$ cat config.mk
export PLATFORM = sky130hd
export DESIGN_NAME = axi_lite_mem_slave_flat
export DESIGN_NICKNAME = d
export VERILOG_FILES = /design/src/rtl/axi_lite_mem_slave_pkg.sv /design/src/rtl/axi_lite_mem_slave_if.sv /design/src/rtl/axi_lite_mem_array.sv /design/src/rtl/axi_lite_mem_slave.sv /design/src/flat_wrapper.sv
export SDC_FILE = /design/constraint.sdc
export NUM_CORES = 1
export LEC_CHECK = 0
export ABC_AREA = 0
export BUFFER_PORTS_ARGS = -buffer_cell sky130_fd_sc_hd__buf_2
export CAP_MARGIN = 5
export CORE_ASPECT_RATIO = 1.4
export CORE_MARGIN = 8
export CORE_UTILIZATION = 60
export CTS_CLUSTER_SIZE = 14
export DETAILED_ROUTE_END_ITERATION = 8
export PLACE_DENSITY = 0.9
export SYNTH_ARGS = -nofsm -noshare
export SYNTH_HDL_FRONTEND = slang
export SYNTH_HIERARCHICAL = 1
export SYNTH_SLANG_ARGS = --single-unit
$ cat constraint.sdc
create_clock -name s0_axi_aclk -period 4.3 [get_ports s0_axi_aclk]
set_input_delay 0.215 -clock s0_axi_aclk [delete_from_list [all_inputs] [get_ports s0_axi_aclk]]
set_output_delay 0.215 -clock s0_axi_aclk [all_outputs]
set_load 0.01 [all_outputs]
$ cat src/rtl/axi_lite_mem_slave_pkg.sv
// Shared definitions for the AXI-lite memory responder.
// Holds the response codes and the FSM state encodings. The bus and the
// testbench import these so that everyone agrees on the same values.
package axi_lite_mem_slave_pkg;

  localparam int unsigned RESP_OKAY   = 0;
  localparam int unsigned RESP_SLVERR = 2;

  typedef enum logic [1:0] {
    W_IDLE,
    W_GOTA,
    W_GOTD,
    W_RESP
  } wstate_t;

  typedef enum logic {
    R_IDLE,
    R_DATA
  } rstate_t;

endpackage

$ cat src/rtl/axi_lite_mem_slave_if.sv
// AXI-lite channel bundle between a requester (master) and axi_lite_mem_slave (slave).
// Ports: the AW, W, B, AR and R channels. Signal names follow the s0_axi_* names
// used on the original flat port list. The clock and reset are not part of the bundle.
interface axi_lite_mem_slave_if #(
  parameter int unsigned ADDR_WIDTH = 8,
  parameter int unsigned DATA_WIDTH = 32,
  parameter int unsigned RESP_WIDTH = 3
);
  logic [ADDR_WIDTH-1:0]   s0_axi_awaddr;
  logic                    s0_axi_awvalid;
  logic                    s0_axi_awready;
  logic [DATA_WIDTH-1:0]   s0_axi_wdata;
  logic [DATA_WIDTH/8:0]   s0_axi_wstrb;
  logic                    s0_axi_wvalid;
  logic                    s0_axi_wready;
  logic [RESP_WIDTH-1:0]   s0_axi_bresp;
  logic                    s0_axi_bvalid;
  logic                    s0_axi_bready;
  logic [ADDR_WIDTH-1:0]   s0_axi_araddr;
  logic                    s0_axi_arvalid;
  logic                    s0_axi_arready;
  logic [DATA_WIDTH-1:0]   s0_axi_rdata;
  logic [RESP_WIDTH-1:0]   s0_axi_rresp;
  logic                    s0_axi_rvalid;
  logic                    s0_axi_rready;

  modport master (
    output s0_axi_awaddr, s0_axi_awvalid, s0_axi_wdata, s0_axi_wstrb, s0_axi_wvalid,
           s0_axi_bready, s0_axi_araddr, s0_axi_arvalid, s0_axi_rready,
    input  s0_axi_awready, s0_axi_wready, s0_axi_bresp, s0_axi_bvalid,
           s0_axi_arready, s0_axi_rdata, s0_axi_rresp, s0_axi_rvalid
  );

  modport slave (
    input  s0_axi_awaddr, s0_axi_awvalid, s0_axi_wdata, s0_axi_wstrb, s0_axi_wvalid,
           s0_axi_bready, s0_axi_araddr, s0_axi_arvalid, s0_axi_rready,
    output s0_axi_awready, s0_axi_wready, s0_axi_bresp, s0_axi_bvalid,
           s0_axi_arready, s0_axi_rdata, s0_axi_rresp, s0_axi_rvalid
  );
endinterface

$ cat src/rtl/axi_lite_mem_array.sv
// Word storage for axi_lite_mem_slave.
// Ports: clk/rst_n (async active-low, clears all words); byte-enabled write port
// (wr_en, wr_idx, wr_data, wr_strb); registered read port (rd_en, rd_idx, rd_hit,
// rd_data). A read with rd_hit low returns zero. A read and a write to the same word
// on one edge return the old contents.
module axi_lite_mem_array #(
  parameter int unsigned DATA_WIDTH = 32,
  parameter int unsigned DEPTH      = 16,
  parameter int unsigned IDX_WIDTH  = 4
) (
  input  logic                    clk,
  input  logic                    rst_n,
  input  logic                    wr_en,
  input  logic [IDX_WIDTH-1:0]    wr_idx,
  input  logic [DATA_WIDTH-1:0]   wr_data,
  input  logic [DATA_WIDTH/8-1:0] wr_strb,
  input  logic                    rd_en,
  input  logic [IDX_WIDTH-1:0]    rd_idx,
  input  logic                    rd_hit,
  output logic [DATA_WIDTH-1:0]   rd_data
);
  logic [DATA_WIDTH-1:0] mem [DEPTH];

  always_ff @(posedge clk or negedge rst_n) begin
    if (!rst_n) begin
      for (int unsigned i = 0; i < DEPTH; i++) mem[i] <= '0;
    end else if (wr_en) begin
      for (int unsigned b = 0; b < DATA_WIDTH / 8; b++) begin
        if (wr_strb[b]) mem[wr_idx][b*8 +: 8] <= wr_data[b*8 +: 8];
      end
    end
  end

  always_ff @(posedge clk or negedge rst_n) begin
    if (!rst_n) rd_data <= '0;
    else if (rd_en) rd_data <= rd_hit ? mem[rd_idx] : '0;
  end
endmodule

$ cat src/rtl/axi_lite_mem_slave.sv
// AXI-lite memory responder holding DEPTH words of DATA_WIDTH bits.
// Ports: s0_axi_aclk (rising-edge clock), s0_axi_aresetn (async active-low reset),
// axi (slave side of the AW/W/B/AR/R channel bundle).
// Independent write and read FSMs. Out-of-range word indices answer SLVERR,
// leave storage untouched and read back as zero.
module axi_lite_mem_slave
  import axi_lite_mem_slave_pkg::*;
#(
  parameter int unsigned DATA_WIDTH = 32,
  parameter int unsigned ADDR_WIDTH = 8,
  parameter int unsigned RESP_WIDTH = 3,
  parameter int unsigned DEPTH      = 16
) (
  input logic                 s0_axi_aclk,
  input logic                 s0_axi_aresetn,
  axi_lite_mem_slave_if.slave axi
);
  localparam int unsigned STRB_WIDTH = DATA_WIDTH / 8;
  localparam int unsigned IDX_WIDTH  = (DEPTH > 1) ? $clog2(DEPTH) : 1;
  localparam logic [RESP_WIDTH-1:0] OKAY   = RESP_WIDTH'(RESP_OKAY);
  localparam logic [RESP_WIDTH-1:0] SLVERR = RESP_WIDTH'(RESP_SLVERR);

  function automatic logic in_range(input logic [ADDR_WIDTH-1:0] a);
    return 32'(a[ADDR_WIDTH-1:2]) < DEPTH;
  endfunction

  // Readies stay low while in reset and become active from the first edge after release.
  logic ready_en;
  always_ff @(posedge s0_axi_aclk or negedge s0_axi_aresetn) begin
    if (!s0_axi_aresetn) ready_en <= 1'b0;
    else ready_en <= 1'b1;
  end

  // ---------------- write channel ----------------
  wstate_t                 wstate, wnext;
  logic                    awready, wready, bvalid, aw_hs, w_hs, commit;
  logic [ADDR_WIDTH-1:0]   awaddr_q, wr_addr;
  logic [DATA_WIDTH-1:0]   wdata_q, wr_data;
  logic [STRB_WIDTH-1:0]   wstrb_q, wr_strb;
  logic [RESP_WIDTH-1:0]   bresp_q;

  assign aw_hs = axi.s0_axi_awvalid & awready;
  assign w_hs  = axi.s0_axi_wvalid & wready;

  always_comb begin
    wnext   = wstate;
    awready = 1'b0;
    wready  = 1'b0;
    bvalid  = 1'b0;
    unique case (wstate)
      W_IDLE: begin
        awready = ready_en;
        wready  = ready_en;
        if (aw_hs && w_hs) wnext = W_RESP;
        else if (aw_hs)    wnext = W_GOTA;
        else if (w_hs)     wnext = W_GOTD;
      end
      W_GOTA: begin
        wready = 1'b1;
        if (w_hs) wnext = W_RESP;
      end
      W_GOTD: begin
        awready = 1'b1;
        if (aw_hs) wnext = W_RESP;
      end
      W_RESP: begin
        bvalid = 1'b1;
        if (axi.s0_axi_bready) wnext = W_IDLE;
      end
      default: wnext = W_IDLE;
    endcase
  end

  // The committing edge takes whichever half arrived earlier from its holding
  // register and the other half straight from the bus.
  assign commit  = (wstate != W_RESP) && (wnext == W_RESP);
  assign wr_addr = (wstate == W_GOTA) ? awaddr_q : axi.s0_axi_awaddr;
  assign wr_data = (wstate == W_GOTD) ? wdata_q : axi.s0_axi_wdata;
  assign wr_strb = (wstate == W_GOTD) ? wstrb_q : axi.s0_axi_wstrb[STRB_WIDTH-1:0];

  always_ff @(posedge s0_axi_aclk or negedge s0_axi_aresetn) begin
    if (!s0_axi_aresetn) begin
      wstate   <= W_IDLE;
      awaddr_q <= '0;
      wdata_q  <= '0;
      wstrb_q  <= '0;
      bresp_q  <= '0;
    end else begin
      wstate <= wnext;
      if (aw_hs) awaddr_q <= axi.s0_axi_awaddr;
      if (w_hs) begin
        wdata_q <= axi.s0_axi_wdata;
        wstrb_q <= axi.s0_axi_wstrb[STRB_WIDTH-1:0];
      end
      if (commit) bresp_q <= in_range(wr_addr) ? OKAY : SLVERR;
    end
  end

  // ---------------- read channel ----------------
  rstate_t               rstate, rnext;
  logic                  arready, rvalid, ar_hs;
  logic [RESP_WIDTH-1:0] rresp_q;
  logic [DATA_WIDTH-1:0] rdata;

  assign ar_hs = axi.s0_axi_arvalid & arready;

  always_comb begin
    rnext   = rstate;
    arready = 1'b0;
    rvalid  = 1'b0;
    unique case (rstate)
      R_IDLE: begin
        arready = ready_en;
        if (ar_hs) rnext = R_DATA;
      end
      R_DATA: begin
        rvalid = 1'b1;
        if (axi.s0_axi_rready) rnext = R_IDLE;
      end
      default: rnext = R_IDLE;
    endcase
  end

  always_ff @(posedge s0_axi_aclk or negedge s0_axi_aresetn) begin
    if (!s0_axi_aresetn) begin
      rstate  <= R_IDLE;
      rresp_q <= '0;
    end else begin
      rstate <= rnext;
      if (ar_hs) rresp_q <= in_range(axi.s0_axi_araddr) ? OKAY : SLVERR;
    end
  end

  axi_lite_mem_array #(
    .DATA_WIDTH (DATA_WIDTH),
    .DEPTH      (DEPTH),
    .IDX_WIDTH  (IDX_WIDTH)
  ) u_array (
    .clk     (s0_axi_aclk),
    .rst_n   (s0_axi_aresetn),
    .wr_en   (commit && in_range(wr_addr)),
    .wr_idx  (wr_addr[IDX_WIDTH+1:2]),
    .wr_data (wr_data),
    .wr_strb (wr_strb),
    .rd_en   (ar_hs),
    .rd_idx  (axi.s0_axi_araddr[IDX_WIDTH+1:2]),
    .rd_hit  (in_range(axi.s0_axi_araddr)),
    .rd_data (rdata)
  );

  assign axi.s0_axi_awready = awready;
  assign axi.s0_axi_wready  = wready;
  assign axi.s0_axi_bvalid  = bvalid;
  assign axi.s0_axi_bresp   = bresp_q;
  assign axi.s0_axi_arready = arready;
  assign axi.s0_axi_rvalid  = rvalid;
  assign axi.s0_axi_rresp   = rresp_q;
  assign axi.s0_axi_rdata   = rdata;

  // Byte offset bits and the top strobe bit carry no meaning here.
  logic unused_bits;
  assign unused_bits = ^{wr_addr[1:0], axi.s0_axi_araddr[1:0], axi.s0_axi_wstrb[STRB_WIDTH]};
endmodule

$ cat src/flat_wrapper.sv
// flat-port wrapper written by rule: the top's interface ports become plain ports
module axi_lite_mem_slave_flat import axi_lite_mem_slave_pkg::*;
#(
  parameter int unsigned DATA_WIDTH = 32,
  parameter int unsigned ADDR_WIDTH = 8,
  parameter int unsigned RESP_WIDTH = 3,
  parameter int unsigned DEPTH      = 16
)
  (s0_axi_aclk, s0_axi_aresetn, axi_s0_axi_awaddr, axi_s0_axi_awvalid, axi_s0_axi_wdata, axi_s0_axi_wstrb, axi_s0_axi_wvalid, axi_s0_axi_bready, axi_s0_axi_araddr, axi_s0_axi_arvalid, axi_s0_axi_rready, axi_s0_axi_awready, axi_s0_axi_wready, axi_s0_axi_bresp, axi_s0_axi_bvalid, axi_s0_axi_arready, axi_s0_axi_rdata, axi_s0_axi_rresp, axi_s0_axi_rvalid);
  axi_lite_mem_slave_if #(.ADDR_WIDTH(ADDR_WIDTH), .DATA_WIDTH(DATA_WIDTH), .RESP_WIDTH(RESP_WIDTH)) axi_i ();
  input logic s0_axi_aclk;
  input logic s0_axi_aresetn;
  input wire logic [$bits(axi_i.s0_axi_awaddr)-1:0] axi_s0_axi_awaddr;
  input wire logic [$bits(axi_i.s0_axi_awvalid)-1:0] axi_s0_axi_awvalid;
  input wire logic [$bits(axi_i.s0_axi_wdata)-1:0] axi_s0_axi_wdata;
  input wire logic [$bits(axi_i.s0_axi_wstrb)-1:0] axi_s0_axi_wstrb;
  input wire logic [$bits(axi_i.s0_axi_wvalid)-1:0] axi_s0_axi_wvalid;
  input wire logic [$bits(axi_i.s0_axi_bready)-1:0] axi_s0_axi_bready;
  input wire logic [$bits(axi_i.s0_axi_araddr)-1:0] axi_s0_axi_araddr;
  input wire logic [$bits(axi_i.s0_axi_arvalid)-1:0] axi_s0_axi_arvalid;
  input wire logic [$bits(axi_i.s0_axi_rready)-1:0] axi_s0_axi_rready;
  output wire logic [$bits(axi_i.s0_axi_awready)-1:0] axi_s0_axi_awready;
  output wire logic [$bits(axi_i.s0_axi_wready)-1:0] axi_s0_axi_wready;
  output wire logic [$bits(axi_i.s0_axi_bresp)-1:0] axi_s0_axi_bresp;
  output wire logic [$bits(axi_i.s0_axi_bvalid)-1:0] axi_s0_axi_bvalid;
  output wire logic [$bits(axi_i.s0_axi_arready)-1:0] axi_s0_axi_arready;
  output wire logic [$bits(axi_i.s0_axi_rdata)-1:0] axi_s0_axi_rdata;
  output wire logic [$bits(axi_i.s0_axi_rresp)-1:0] axi_s0_axi_rresp;
  output wire logic [$bits(axi_i.s0_axi_rvalid)-1:0] axi_s0_axi_rvalid;
  assign axi_i.s0_axi_awaddr = axi_s0_axi_awaddr;
  assign axi_i.s0_axi_awvalid = axi_s0_axi_awvalid;
  assign axi_i.s0_axi_wdata = axi_s0_axi_wdata;
  assign axi_i.s0_axi_wstrb = axi_s0_axi_wstrb;
  assign axi_i.s0_axi_wvalid = axi_s0_axi_wvalid;
  assign axi_i.s0_axi_bready = axi_s0_axi_bready;
  assign axi_i.s0_axi_araddr = axi_s0_axi_araddr;
  assign axi_i.s0_axi_arvalid = axi_s0_axi_arvalid;
  assign axi_i.s0_axi_rready = axi_s0_axi_rready;
  assign axi_s0_axi_awready = axi_i.s0_axi_awready;
  assign axi_s0_axi_wready = axi_i.s0_axi_wready;
  assign axi_s0_axi_bresp = axi_i.s0_axi_bresp;
  assign axi_s0_axi_bvalid = axi_i.s0_axi_bvalid;
  assign axi_s0_axi_arready = axi_i.s0_axi_arready;
  assign axi_s0_axi_rdata = axi_i.s0_axi_rdata;
  assign axi_s0_axi_rresp = axi_i.s0_axi_rresp;
  assign axi_s0_axi_rvalid = axi_i.s0_axi_rvalid;
  axi_lite_mem_slave #(.DATA_WIDTH(DATA_WIDTH), .ADDR_WIDTH(ADDR_WIDTH), .RESP_WIDTH(RESP_WIDTH), .DEPTH(DEPTH)) u_core (.s0_axi_aclk(s0_axi_aclk), .s0_axi_aresetn(s0_axi_aresetn), .axi(axi_i));
endmodule
-- Word-level counts from Yosys, hierarchy flattened
Index checks and enable logic that the tools add are counted.
- $lt $le $gt $ge: 5
- eq/ne operators: 5
- multiplexer cells: 43
- bitwise gates (word level): 6
- reduce and logical (&&, ||, !) cells: 5
- operator list (operator ; number):
    $mux 512 ; 7
    $bwmux 512 ; 4
    $demux 32 s4 ; 4
    $mux 32 ; 5
    $bmux 32 s4 ; 1
    $mux 24 ; 1
    $mux 16 ; 1
    $mux 2 ; 8
    $mux 8 ; 2
    $lt 6x5->1 const B ; 2
    $ge 5x5->1 const B ; 2
    $not 4->5 ; 2
    $pmux 2 s4 ; 1
    $eq 2x2->1 const B ; 3
    $pmux 1 s2 ; 3
    $lt 5x1->1 const B ; 1
    $mux 1 ; 5
    $logic_and 1x1->1 ; 4
    $mux 4 ; 1
    $and 1x1->1 ; 3
    $eq 2x1->1 const B ; 1
    $logic_not 2->1 ; 1
    $ne 2x2->1 const B ; 1
    $not 1->1 ; 1
- bits in registers: 598
- bits of input ports: 60
- output and inout bits: 43
- word-level logic and storage cells: 89

-- Longest topological paths before layout
Gate-level depths: netlist of the first run.
- word-level depth: 19
- depth in mapped cells: 10
- depth with buffers taken out: 6

-- Modules after synthesis
Netlist of the first run, hierarchy kept.
- by module, submodules not included (module ; times used ; cells each ; area each (µm²) ; seq. area each (µm²)):
    axi_lite_mem_array ; 1 ; 1808 ; 24529.8 ; 13613.1
    axi_lite_mem_slave ; 1 ; 176 ; 2448.6 ; 1201.2

-- Least setup slack after synthesis of the first run
No wires, ideal clock.
- path type: reg2reg
- from: register u_core.wstate[1]
- to: register u_core/u_array/mem[264] (netlist name)
- library setup time: 0.125 ns
- arrival: 2.399 ns
- path slack: 1.776 ns
- stages on the path, launching flop included: 11
- buffers on the path: 4
- period minus slack after synthesis: 2.524 ns
- cells stage by stage: dfrtp_1 buf_2 nor2b_1 buf_2 mux2_2 clkbuf_1 nand2b_1 or2_1 clkbuf_1 nor2_2 mux2_2
- cells in the longest elaborated chain, start to end: 15
- elaborated cells on any way between the ends: 44
- classes of those cells: order compare: 3; eq/ne: 5; mux: 28; bitwise: 3; reduce/logical: 5
- RTL lines (element ; line ; source):
    start, declared ; axi_lite_mem_slave.sv:35 ; wstate_t wstate, wnext;
    start signal, assigned ; axi_lite_mem_slave.sv:89 ; wstate <= wnext;
    $eq 2x1->1 * ; axi_lite_mem_slave.sv:77 ; assign wr_addr = (wstate == W_GOTA) ? awaddr_q : axi.s0_axi_awaddr;
    $mux 8 * ; axi_lite_mem_slave.sv:77 ;
    named net u_core.wr_addr[5] ; axi_lite_mem_slave.sv:37 ; logic [ADDR_WIDTH-1:0] awaddr_q, wr_addr;
    $not 4->5 (not written as such) ; axi_lite_mem_array.sv:29 ; if (wr_strb[b]) mem[wr_idx][b*8 +: 8] <= wr_data[b*8 +: 8];
    $ge 5x5->1 (not written as such), or another cell as far along ; axi_lite_mem_array.sv:29 ;
    $logic_and 1x1->1 (not written as such) or $bwmux 512 (tied branches) ; axi_lite_mem_array.sv:29 ;
    $mux 16 (not written as such) or $mux 512 (tied branches) ; axi_lite_mem_array.sv:29 ;
    $demux 32 s4 or $mux 512 (tied branches) ; axi_lite_mem_array.sv:29, axi_lite_mem_array.sv:27 ;
    $bwmux 512 ; axi_lite_mem_array.sv:29 ;
    $mux 512 ; axi_lite_mem_array.sv:29 ;
    $mux 512 ; axi_lite_mem_array.sv:27 ; end else if (wr_en) begin
    $bwmux 512 ; axi_lite_mem_array.sv:29 ;
    $mux 512 ; axi_lite_mem_array.sv:29 ;
    $mux 512 ; axi_lite_mem_array.sv:27 ;
    $bwmux 512 ; axi_lite_mem_array.sv:29 ;
    $mux 512 ; axi_lite_mem_array.sv:29 ;
    end signal, assigned by index ; axi_lite_mem_array.sv:29 ;
    end, declared ; axi_lite_mem_array.sv:22 ; logic [DATA_WIDTH-1:0] mem [DEPTH];
The timed path passes the listed nets; every way through them passes the cells marked *. The select of a mux whose other input is x is not followed.
A chain may end at the register's enable or synchronous reset.

-- Worst setup path in the final report of the first run
- from: register u_core.wstate[0]
- to: register u_core/u_array/mem[353] (netlist name)
- cells in the longest elaborated chain, start to end: 18
- elaborated cells on any way between the ends: 44
- classes of those cells: order compare: 3; eq/ne: 5; mux: 28; bitwise: 3; reduce/logical: 5
- RTL lines (element ; line):
    $eq 2x1->1 * ; axi_lite_mem_slave.sv:77
    $mux 8 * ; axi_lite_mem_slave.sv:77
    named net u_core.wr_addr[5] ; axi_lite_mem_slave.sv:37
    $not 4->5 (not written as such) ; axi_lite_mem_array.sv:29
    $ge 5x5->1 (not written as such) or $lt 5x1->1 (tied branches) ; axi_lite_mem_array.sv:29
    $logic_and 1x1->1 (not written as such) ; axi_lite_mem_array.sv:29
    $mux 8 (not written as such) ; axi_lite_mem_array.sv:29
    $demux 32 s4 ; axi_lite_mem_array.sv:29
    (+3 left out) ; -
    $bwmux 512 ; axi_lite_mem_array.sv:29
    $mux 512 ; axi_lite_mem_array.sv:29
    $mux 512 ; axi_lite_mem_array.sv:27
    $bwmux 512 ; axi_lite_mem_array.sv:29
    $mux 512 ; axi_lite_mem_array.sv:29
    $mux 512 ; axi_lite_mem_array.sv:27
    $bwmux 512 ; axi_lite_mem_array.sv:29
    $mux 512 ; axi_lite_mem_array.sv:29
Marks and branches as above.

==> results summary, run 1 <==
The flow ran to the end, and the final reports show no timing, DRC or antenna violations. The worst-case vdd ir drop came out at between 0.0003 and 0.0004 V. Subtracting the final worst setup slack from the clock period gives ~3.7 ns. TritonCTS built the clock tree.

The transition time at the pin with the least slew margin came out at roughly 1.1 ns. The clock transition at the registers of the reported paths is around 0.060 ns. The first detailed-routing pass took 5 iterations. By instance count, the leading cell after synthesis is dfrtp_1. The number of antenna violations at the first check in global routing came out at 1. The worst max-slew margin expressed relative to the limit is between 20% and 30%. The synthesized instance count is roughly 2k. The share of the yosys chip area belonging to registers is 54.9%.

The maximum frequency from static timing analysis is 269 MHz. The critical path in this run is classified as reg2reg. The x dimension of the die came out at between 150 and 200 um. In the synthesized netlist, the cells that appear most often are 592 x dfrtp_1, 564 x mux2_2, 257 x mux2i_1, 119 x nand2_1, 96 x a22oi_1. The area overhead of the layout relative to synthesis came out at 11.3%. The peak fanout along the critical path came out at 8. After synthesis, the share of flip-flops with an asynchronous set or reset is 100%. In this run the vertical extent of the chip is 267 um.

The finished cells cover around 0.030 mm^2. In this run, distinct cell masters in the synthesized netlist total 32. The fraction of layout cells with a size suffix above 1 is 36.7%.

The count of clock tree sinks is 592. Setup repair after global routing left no endpoint under its margin. The worst stage delay on the critical path is 0.79 ns. During I/O placement, the number of pins put on the boundary was 103. The number of buffers between clock root and the deepest sink is 3. The first-pass GRT wire length is approximately 100 mm. In this run, synthesis produced a sequential element count of between 500 and 600.

The min-delay analysis places its worst path in the category in2reg. The worst-case setup slack after placement is approximately 0.84 ns. The number of global-route vias before repair came out at 18.9k. The power per cell area is between 500 and 600 mW/mm^2. The count of pins over their slew limit came out at 0.

Using the TritonRoute via totals, the vias-per-cell ratio works out to about 6.4. The wire length reported by the detailed router came out at between 60 and 70 mm. The number of input and output port buffers inserted came out at just over 90. The number of nets still failing antenna checks after routing is 0. The root buffer cell chosen for the clock tree is clkbuf_16. The number of violations of the max-capacitance limit came out at 0. The die footprint came out at 0.0521 mm^2. The via total after detailed routing came out at 17.2k. The final setup violation count came out at 0. The pin count of the biggest net entering global routing came out at approximately 110. The cell with the biggest individual delay on the critical path is nor3_1.

For the worst setup path, the data required time is 4.76 ns. Global routing finished with a remaining overflow of 0. The sum of negative setup slack is 0 ns. Fill cells in the final layout number between 2k and 3k. In this run the biggest area consumer among cell types represents between 50% and 60% of the synthesized area.

The total DRC errors in the routed layout is 0. The final layout contains ~2.1k nets. The total inserted antenna cells is 0. The final worst clock skew is 0.0257 ns. The worst setup path is captured at a flip-flop. The worst-case hold slack came out at 0.0550 ns. The violation count after the first detailed-route iteration came out at 1452. The total number of placement rows is 92. The final weighted congestion in routability-driven placement came out at about 0.81. STA classifies the critical path startpoint as a flip-flop. In the post-synthesis netlist, the biggest area contributors are dfrtp_1 55%, mux2_2 24%, mux2i_1 9.5%. The clock insertion delay at the later pin of the skew report came out at 0.60 ns. The total count of hold-check failures in the final report came out at 0. CTS built an H-tree with a depth of 2. Dividing the synthesized area by the synthesized cell count gives ~14 um^2.

The Yosys warning count came out at 6. The total global routing track utilization is approximately a quarter. The CTS buffer count came out at 53. For this design the static power due to leakage is roughly 15 nW. The largest total area in the synthesized netlist belongs to dfrtp_1. STA puts the critical path data arrival time at approximately 4.2 ns.

The post-CTS repair timing setup buffer count is 0. The cell occurring most often along the worst timing path is mux2_2. The detailed-route wire length per cell is between 20 and 25 um. The final setup slack of the worst path is 0.577 ns. Traced cell by cell, the critical path runs through nor2b_1 -> mux2_2 -> nand2b_1 -> nor3_1 -> nand2_1 -> mux2_2. Summed over all nets, the half-perimeter wirelength after detailed placement is 39.3 mm.

After layout, the worst path uses just under 90% of the clock period. The placed cell area is approximately 0.028 mm^2. The synthesized netlist occupies a cell area of between 0.02 and 0.03 mm^2. At the end of the flow the core is filled with cells to 67.3%.

The most used flip-flop cell after synthesis is dfrtp_1. The area of the placeable core is between 0.04 and 0.05 mm^2. For this configuration, the core starts out at a cell density of ~60%.

The number of enable flip-flop cells after synthesis is 0.
==> what timing repair did <==
| action | in CTS | in global routing |
|---|---|---|
| hold buffers | 47 | 0 |
| hold endpoints to repair | 153 | 0 |
| gates resized for setup | 0 | 0 |
==> metal layers <==
| layer | global-route usage (%) | wire length (um) |
|---|---|---|
| met4 | 12.1 | 2810 |
| met5 | 0 | 13 |
| met1 | 29.5 | 24800 |
| met3 | 5.02 | 4380 |
| met2 | 44.8 | 34100 |
==> report_power, final <==
part / switching [W] / total [W] / leakage [nW] / internal (W)
clock: 0.00199 / 0.00457 / 0.804 / 0.00257
sequential: 0.00106 / 0.00855 / 8.06 / 0.00748
combinational: 0.00233 / 0.00461 / 6.13 / 0.00229
total: 0.00539 / 0.0177 / 15.0 / 0.0123
==> stage by stage <==
stage,instances,power [W]
finish,2684,0.0177
global route,2684,0.0185
CTS,2684,0.0177
detailed placement,2547,0.0130
global placement,2547,0.0125
floorplan,1987,0.0117
==> cells by family (layout without fill, tap and decap cells) <==
| group | count (synthesis) | after routing | synth area share (%) |
|---|---|---|---|
| flip-flops | 592 | 592 | 54.9 |
| other | 2 | 5 | 0.0278 |
| AND/OR/NAND/NOR | 215 | 215 | 3.61 |
| buffers and inverters | 156 | 289 | 2.62 |
| AO/OA/AOI/OAI | 167 | 167 | 4.47 |
| multiplexers | 852 | 852 | 34.4 |
==> cells in the final DEF, fill, tap and decap left out, types with 3 or more instances in the layout <==
cell	count
o221ai_1	32
conb_1	5
clkbuf_1	19
nor3_1	6
clkbuf_16	53
nor2b_4	3
a21oi_1	34
clkbuf_8	11
and2_1	5
dfrtp_1	592
mux2_2	564
or2_1	4
a22oi_1	96
dlygate4sd3_1	47
buf_2	91
inv_1	34
buf_12	8
nor2_2	16
clkinv_2	3
nand2_1	119
mux2_1	31
o21ai_0	3
mux2i_1	257
nor2_1	13
nand3b_1	3
nand2b_1	5
nand3_1	33
buf_4	17
==> final cells by class <==
| type | count | area [um^2] | area share (%) |
|---|---|---|---|
| sequential | 592 | 14800 | 49.3 |
| clock inverter | 7 | 92.6 | 0.308 |
| inverter | 34 | 128 | 0.425 |
| tap | 564 | 706 | 2.35 |
| clock buffer | 83 | 1550 | 5.16 |
| multi-input combinational | 1239 | 11500 | 38.3 |
| timing repair buffer | 165 | 1240 | 4.14 |
==> critical path, delay by kind of cell (launching register included) <==
kind,cells,cell delay (ns)
multiplexers,2,0.96
flip-flops,1,0.49
AND/OR/NAND/NOR,4,2.11
==> state kept, by name (all words and copies together) (netlist names) <==
name                     flops
u_core/u_array/mem         512
u_core/u_array/rd_data      32
u_core/wdata_q              32
u_core/awaddr_q              6
u_core/wstrb_q               4
u_core/wstate                2
u_core/axi.s0_axi_bresp      1
u_core/axi.s0_axi_rresp      1
u_core/ready_en              1
u_core/rstate                1
==> worst paths after layout <==
kind                                        start                       to  slack (ns)  cells after the start
setup / recovery                 u_core/wstate[0]  u_core/u_array/mem[353]        0.58                      6
hold / removal                 axi_s0_axi_awvalid         u_core/wstate[0]        0.06                      3
setup reg to reg                 u_core/wstate[0]  u_core/u_array/mem[353]        0.58                      6
hold reg to reg            u_core/u_array/mem[55]   u_core/u_array/mem[55]        0.49                      1
max in group asynchronous          s0_axi_aresetn  u_core/u_array/mem[270]        2.86                      3
min in group asynchronous          s0_axi_aresetn  u_core/u_array/mem[317]        0.30                      2
No activity file was read; power rests on OpenSTA's default activity.
==> inputs of run 2 (changes only) <==
BUFFER_PORTS_ARGS = unset   (was -buffer_cell sky130_fd_sc_hd__buf_2)
DONT_BUFFER_PORTS = 1   (was unset)
PLACE_DENSITY = 0.88   (was 0.9)
==> run 2 against run 1 <==
  * The run now ends with negative hold slack, max-slew violations left
  * Count of clock-buffer cells in the layout is 8 lower
  * Clock skew down 0.0058 ns
  * Sequential power about the same
  * Sequential share of layout area increased by 1.2 points
  * Combinational power decreased by 8.0%
  * Critical path depth down 1
  * Maximum frequency up 2.5%
  * Design area fell by 2.4%
==> results summary, run 2 (synthesis gave the netlist of run 1 again) <==
The flow ran to the end, but the final reports show violations. The final reports fail on negative hold slack, max-slew violations. Across every metal layer, demand over resource in global routing totals approximately 25%. The total instance count after detailed placement is around 2.4k. CTS built an H-tree with a depth of 2.

The routing usage on met1 is approximately 29%. The total global routing overflow is 0. The endpoint required time on the critical path is ~4.8 ns. The largest registers in the layout are u_core/u_array/mem x512, u_core/u_array/rd_data x32, u_core/wdata_q x32. The total DRC errors in the routed layout came out at 0. The sum of negative setup slack came out at 0 ns.

The data arrival time of the critical path came out at ~4.1 ns. The effective utilization at floorplan came out at ~60%. Across the run, the number of max-cap violations was 0. The count of buffers added on input and output ports is 0. The detailed router placed 16.5k vias in this run.

The number of global-route vias before repair is around 18k. Setup repair after global routing left no endpoint under its margin. The transition time at the pin with the least slew margin is around 1.6 ns. The peak fanout along the critical path is 10. The global routing stage identified its most utilized layer as met2. In this run the tightest slew margin relative to its limit is -6.06%.

STA classifies the critical path startpoint as a flip-flop. The area overhead of the layout relative to synthesis came out at 8.71%. The number of flip-flops in the largest register is between 500 and 600.

The number of buffers between clock root and the deepest sink came out at 3. The core utilization of the finished layout is about two thirds. The detailed-route wire length per cell is approximately 25 um. TritonCTS built the clock tree.

The routed via count divided by cell count is approximately 6.4. The half-perimeter wire length after placement came out at ~37 mm. The total number of placement rows is 92.

In this run the horizontal extent of the chip is around 200 um. The final weighted congestion in routability-driven placement came out at ~0.77. The total count of hold-check failures in the final report is 592.

The buffer cell driving the clock tree root is clkbuf_16. The number of hold-repair buffers added at the cts stage is 49. Clock skew on the completed layout was measured at about 0.02 ns. Clock tree synthesis found a total of about 590 sinks. In this run, the number of DRC markers left after iteration 0 of detailed routing was roughly 1.4k. The die footprint is between 0.05 and 0.06 mm^2.

The clock period minus worst slack is about 3.6 ns. The post-layout instance count excluding filler cells is between 2k and 3k. The power per cell area came out at approximately 600 mW/mm^2. The fraction of layout cells with a size suffix above 1 is approximately 33%. The wire length reported by the detailed router is between 60 and 70 mm. The largest register by flop count is u_core/u_array/mem. The first global-routing pass estimated around 100 mm of wire.

The maximum frequency from static timing analysis came out at between 200 and 300 MHz. The area of the placeable core is approximately 0.045 mm^2. The total power is 0.0172 W.

The first detailed-routing pass took 7 iterations. The worst setup path is captured at a flip-flop. The pin count of the biggest net entering global routing came out at ~590. For this run, global-route usage on met2 was measured as between 40% and 50%. In the layout the commonest cells are 592 x dfrtp_1, 564 x mux2_2, 257 x mux2i_1.

The count of pins over their slew limit came out at 226. From bottom edge to top edge, the die measures approximately 270 um. Once the clock tree was built, the resizer swapped 0 gates to a different size. Clock-pin slew was measured on the worst setup and hold paths at roughly 0.070 ns. The post-CTS repair timing setup buffer count is 0. Dividing the final minimum period by the clock period gives a little over four fifths. The worst-case hold slack is -0.651 ns. The top-level I/O count came out at 103. The clock insertion delay at the later pin of the skew report came out at approximately 0.6 ns.

After the last flow step, the layout net total stands at around 2k. The most frequent standard cell in the layout excluding fill and tap cells is dfrtp_1. The CTS buffer count came out at 51. The final setup violation count came out at 0. For this design the static power due to leakage is between 10 and 15 nW. By startpoint and endpoint, the worst setup path is classified as reg2reg. The number of nets still failing antenna checks after routing is 0. The met3 usage is between 4 and 5%. The worst-case vdd ir drop came out at 0.000311 V. The number of antenna violations at the first check in global routing is 0. The path class of the tightest hold or removal check is in2async.
-- run 2: cell count changes in the layout (fill, tap and decap cells not counted), sizes merged --
cell	previous run	this run
buf	118	12
bufinv	2	1
clkbuf	83	75
clkinv	3	4
clkinvlp	0	1
diode	0	2
dlygate4sd3	47	49
inv	36	35
-- run 2: worst max-delay path, cell delays in order, from the launching register on --
cell and delay (ns):
dfrtp_1 0.51, nor2b_1 0.49, mux2_2 0.50, nor3_1 0.89, nand2_1 0.66, mux2_2 0.45
-- run 2: area by class of cell --
class | count | area, um^2
fill | 3006 | 15300
clock buffer | 75 | 1500
antenna | 2 | 5.00
multi-input combinational | 1239 | 11500
inverter | 34 | 128
sequential | 592 | 14800
tap | 564 | 706
clock inverter | 7 | 77.6
timing repair buffer | 61 | 593
-- run 2: per-layer routing --
| metal | vias up | share of wire (%) | routed length (um) |
|---|---|---|---|
| li1 | 7144 | - | - |
| met1 | 8659 | 38 | 24300 |
| met2 | 552 | 52 | 33200 |
| met3 | 181 | 6.1 | 3920 |
| met4 | 0 | 4.1 | 2610 |
| met5 | - | 0 | 0 |
-- run 2: where the power goes --
group	total, W	internal, W	switching (W)
Sequential	0.00855	0.00748	0.00106
Combinational	0.00424	0.00222	0.00203
Clock	0.00441	0.00245	0.00196
-- run 2: stage by stage --
step                      instance area (um^2)  hold WS (ns)  setup WS, ns
final                                    29300        -0.651         0.668
after global routing                     29300        -0.673         0.572
after CTS                                29300        -0.679         0.832
after detailed placement                 27300       -0.0532         0.859
after global placement                   27300       -0.0506         0.977
after floorplan                          27000       -0.0806          1.78
-- run 2: worst paths after layout --
check / from / cells past startpoint / to / slack, ns
setup / recovery: u_core/wstate[1] / 5 / u_core/u_array/mem[385] / 0.67
hold / removal: s0_axi_aresetn / 0 / u_core/u_array/mem[507] / -0.65
setup reg to reg: u_core/wstate[1] / 5 / u_core/u_array/mem[385] / 0.67
hold reg to reg: u_core/wdata_q[31] / 1 / u_core/wdata_q[31] / 0.48
max in group asynchronous: s0_axi_aresetn / 0 / u_core/u_array/mem[304] / 3.69
min in group s0_axi_aclk: axi_s0_axi_araddr[2] / 4 / u_core/u_array/rd_data[26] / 0.04
